$ cat config.mk
export PLATFORM = sky130hd
export DESIGN_NAME = sar_search
export DESIGN_NICKNAME = d
export VERILOG_FILES = /design/src/rtl/sar_search.sv
export SDC_FILE = /design/constraint.sdc
export NUM_CORES = 1
export LEC_CHECK = 0
export BUFFER_PORTS_ARGS = -buffer_cell sky130_fd_sc_hd__buf_2
export CAP_MARGIN = 20
export CORE_MARGIN = 2
export CORE_UTILIZATION = 56
export CTS_CLUSTER_SIZE = 30
export DETAILED_ROUTE_END_ITERATION = 16
export PLACE_DENSITY_LB_ADDON = 0.1
export SETUP_SLACK_MARGIN = 0.05
export SLEW_MARGIN = 15
export SYNTH_ARGS = -nofsm -noshare
export SYNTH_HDL_FRONTEND = slang
export SYNTH_SLANG_ARGS = --single-unit
$ cat constraint.sdc
create_clock -name clk -period 2.7 [get_ports clk]
set_input_delay 0.27 -clock clk [delete_from_list [all_inputs] [get_ports clk]]
set_output_delay 0.27 -clock clk [all_outputs]
set_load 0.1 [all_outputs]
$ cat src/rtl/sar_search.sv
// Successive-approximation search: drives trial operands to an external
// comparator and resolves the hidden target MSB first.
module sar_search #(
   parameter int WIDTH = 4
) (
   input  logic             clk,
   input  logic             rst_n,
   input  logic             start,
   input  logic             gt_i,
   input  logic             eq_i,
   input  logic             lt_i,
   output logic [WIDTH-1:0] trial,
   output logic             busy,
   output logic             done,
   output logic [WIDTH-1:0] result,
   output logic             exact,
   output logic             err
);

   localparam int PW = (WIDTH > 1) ? $clog2(WIDTH) : 1;

   typedef enum logic [1:0] {
      IDLE   = 2'd0,
      SEARCH = 2'd1,
      DONE   = 2'd2
   } state_t;

   state_t           state;
   logic [PW-1:0]    ptr;
   logic [WIDTH-1:0] cur_bit;
   logic [WIDTH-1:0] nxt_bit;
   logic [WIDTH-1:0] msb_bit;
   logic             one_hot;

   always_comb begin
      cur_bit = WIDTH'(1) << ptr;
      nxt_bit = cur_bit >> 1;
      msb_bit = {1'b1, {(WIDTH-1){1'b0}}};
      // odd parity excluding all-three-high means exactly one is set
      one_hot = (gt_i ^ eq_i ^ lt_i) & ~(gt_i & eq_i & lt_i);
   end

   assign busy = (state == SEARCH);
   assign done = (state == DONE);

   always_ff @(posedge clk or negedge rst_n) begin
      if (!rst_n) begin
         state  <= IDLE;
         ptr    <= '0;
         trial  <= '0;
         result <= '0;
         exact  <= 1'b0;
         err    <= 1'b0;
      end else begin
         case (state)
            IDLE: begin
               trial <= '0;
               if (start) begin
                  trial <= msb_bit;
                  ptr   <= PW'(WIDTH-1);
                  err   <= 1'b0;
                  exact <= 1'b0;
                  state <= SEARCH;
               end
            end
            SEARCH: begin
               if (!one_hot) begin
                  err    <= 1'b1;
                  result <= trial;
                  exact  <= 1'b0;
                  state  <= DONE;
               end else if (eq_i) begin
                  result <= trial;
                  exact  <= 1'b1;
                  state  <= DONE;
               end else if (ptr == '0) begin
                  result <= gt_i ? (trial & ~WIDTH'(1)) : trial;
                  exact  <= 1'b0;
                  state  <= DONE;
               end else begin
                  trial <= (gt_i ? (trial & ~cur_bit) : trial) | nxt_bit;
                  ptr   <= ptr - PW'(1);
               end
            end
            DONE: begin
               trial <= '0;
               state <= IDLE;
            end
            default: state <= IDLE;
         endcase
      end
   end

endmodule

==> impl_results.md <==
- Via count of the routed design: 760
- Setup Crit Path Kind: reg2out
- Number of warnings printed during yosys synthesis: 0
- WL per Instance: 14.8 µm
- Maximum number of pins on one net before global-route repair: 15
- Post-detailed-route via-to-cell ratio: about 5.9
- Worst-path cell with the longest stage delay: buf_2
- Number of global-route vias before repair: 727
- Area taken by flip-flops and latches: between 300 and 400 µm²
- DR DRC count: 0
- Antenna cell count: 0
- Number of antenna violations at the first check in global routing: 0
- Core Util, Final: 69.4%
- Stage delay of the slowest cell on the critical path: 0.52 ns
- Power per cell area: 1170 nW/µm²
- Worst Hold Depth: 3
- Post-cts resize count: 0
- Chip Width: 43.8 µm
- Slew at the pin closest to its max-slew limit: approximately 0.49 ns
- #FFs+latches synth: 14
- Worst Path Arrival: about 1.8 ns
- Routability-driven placement congestion ratio: 0.855
- Type of origin of the critical path: flop
- Number of nets in the final layout: 129
- CORE AREA: 1490 µm²
- Final setup TNS: 0 ns
- Fmax: 0.484 GHz
- Clock transition at the registers of the reported paths: roughly 0.09 ns
- First-pass iteration count of the detailed router: 4
- Depth of the CTS H-tree: 1
- Leakage dissipation: 0.546 nW
- Starting DRC count in detailed routing: 40
- Port Buf Inserts: 17
- Full die area: 1920 µm²
- Total instance count after detailed placement: about 120
- Number of sinks driven by the clock tree: 14
- Area Overhead vs Synth: 16.5%
- Slew headroom: 67.5%
- First-pass GRT wire length: 3220 µm
- Mapped cell area: 887 µm²
- DP Worst Slack: 0.722 ns
- Fillcell total: between 100 and 150
- Cells after Synth: 92
- Library cell used as clock root buffer: clkbuf_4
- Synthesized net count: 107
- Pins Over Slew Limit: 0
- Reg2Reg Depth: 6
- Floorplan die height: between 40 and 50 µm
- Multi-input gate area in the final layout: 505 µm²
- Clock insertion delay at the later pin of the skew report: 0.30 ns
- CTS buffer count: 3
- Max IR drop VDD: slightly above 0.8 mV
- Layout cells sized above 1: 28.3%
- Number of non-filler instances in the completed layout: 129
- Total wire length: ~1900 µm
- GR Overflow Total: 0
- Remaining antenna violation count after routing: 0
- Synth cell types: 27
- Initial Utilization: 59.6%
- Worst-path maximum fanout: 13
- Final Worst Setup Slack: 0.635 ns
- # rows: 14
- IO Pins: 18
- Fin. Hold Viols: 0
- Worst hold-check path type: in2reg
- List of cells traversed by the critical path: inv_1 -> ha_1 -> buf_2
- Unrepaired setup endpoints after global routing: false
- CTS Buffer Depth: 2
- Clock tree from TritonCTS: built
- HPWL after detailed placement: between 1000 and 1500 µm
- Critical path data required time: approximately 2.4 ns
- Total of endpoints with negative setup slack in the final report: 0
- GRT Resource Usage Total: roughly 23%
- Avg Inst Size Synth: just under 10 µm²
- Final period util: 76.5%
- Worst setup skew after layout: 0.00982 ns
- Period minus WS final: between 2 and 2.5 ns
- Part of the Yosys area used for sequential elements: roughly two fifths
- Outcome: finished clean
- Kind of end point of the critical path: output port
- Max-cap violation count: 0
flip-flops by register name, summed over array words and instances (netlist names):
| name | count |
|---|---|
| err | 1 |
| exact | 1 |
| ptr | 2 |
| result | 4 |
| state | 2 |
| trial | 4 |
placed cells by master (no fill, tap or decap):
cell type / synthesis / final
buf_2: 1 / 17
a31oi_1: 1 / 1
inv_2: 1 / 1
o21ai_0: 3 / 3
nor2b_2: 1 / 1
clkbuf_8: 0 / 1
o311a_1: 1 / 1
o21ai_2: 1 / 1
a21oi_1: 9 / 9
nor2_1: 8 / 8
ha_1: 9 / 9
o2bb2ai_1: 1 / 1
a21boi_2: 1 / 1
o21ai_1: 8 / 8
nand2_2: 1 / 1
nand2_1: 7 / 7
a311oi_1: 2 / 2
dfrtp_1: 14 / 14
nand3_1: 5 / 5
mux2_4: 3 / 3
or3b_1: 1 / 1
nor3b_4: 1 / 1
o311ai_2: 1 / 1
a211o_1: 1 / 1
nand2b_1: 2 / 2
dlygate4sd3_1: 0 / 1
nor2b_1: 2 / 2
mux2_2: 1 / 1
inv_1: 6 / 6
clkbuf_4: 0 / 3
path summary, 6_finish.rpt:
check / start / to / slack, ns
max: state[1] / busy / 0.63
min: start / state[0] / 0.28
max reg2reg: state[1] / trial[3] / 0.68
min reg2reg: result[1] / result[1] / 0.51
max in group asynchronous: rst_n / err / 2.07
min in group asynchronous: rst_n / trial[3] / 0.39
repair_timing:
item | CTS | global route
hold buffers | 1 | 0
setup endpoints to repair | 0 | 0
hold endpoints to repair | 14 | 0
buffers inserted | 0 | 0
final cells by class:
type                            instances  area share (%)
Clock buffer                            4            3.51
Inverter                                7            2.54
Multi-Input combinational cell         70            48.9
Sequential cell                        14            33.9
Tap cell                               16            1.94
Timing Repair Buffer                   18            9.20
cell families (layout without fill, tap and decap cells):
| family | after synthesis | count (layout) | synth area share (%) |
|---|---|---|---|
| AOI/OAI and AO/OA | 29 | 29 | 21.2 |
| adders and majority gates | 9 | 9 | 12.7 |
| buffers and inverters | 8 | 29 | 3.52 |
| DFF | 14 | 14 | 39.5 |
| muxes | 4 | 4 | 6.35 |
| and+or+nand+nor | 28 | 28 | 16.8 |
synth_stat cells:
library cell  instances  share of area (%)
a211o_1               1               0.99
a21boi_2              1                1.3
a21oi_1               9                5.1
a311oi_1              2                2.0
a31oi_1               1               0.71
buf_2                 1               0.56
dfrtp_1              14                 39
ha_1                  9                 13
inv_1                 6                2.5
inv_2                 1               0.42
mux2_2                1                1.3
mux2_4                3                5.1
nand2_1               7                3.0
nand2_2               1               0.71
nand2b_1              2                1.4
nand3_1               5                2.8
nor2_1                8                3.4
nor2b_1               2                1.4
nor2b_2               1               0.99
nor3b_4               1                2.1
o21ai_0               3                1.7
o21ai_1               8                4.5
o21ai_2               1               0.99
o2bb2ai_1             1               0.99
o311a_1               1                1.1
o311ai_2              1                1.8
or3b_1                1               0.99
report_power, final:
part	internal [mW]	leakage [nW]	switching (mW)
Sequential	0.262	0.180	0.0424
Combinational	0.183	0.345	0.564
Clock	0.0823	0.0210	0.0749
through the flow:
step                      instance area, µm²  hold slack [ns]  total power [mW]
after floorplan                          887          -0.0256             0.927
after global placement                   987            0.181              1.05
after detailed placement                 987            0.184              1.05
after CTS                               1030            0.274              1.21
after global routing                    1030            0.317              1.29
final                                   1030            0.280              1.21
metal layers:
metal	global-route usage, %	routed length, µm	up-vias	share of wire (%)
li1	-	-	369	-
met1	28.2	801	357	42
met2	37.4	964	31	51
met3	5.83	111	3	5.8
met4	10.9	30	0	1.6
met5	0	0	-	0
critical path, delay by kind of cell, from the launching register on:
| family | cells | cell delay (ns) |
|---|---|---|
| buffers and inverters | 2 | 0.61 |
| adder cells (fa/ha/maj) | 1 | 0.46 |
| flip-flops | 1 | 0.42 |
(Power assumes the default switching activity.)
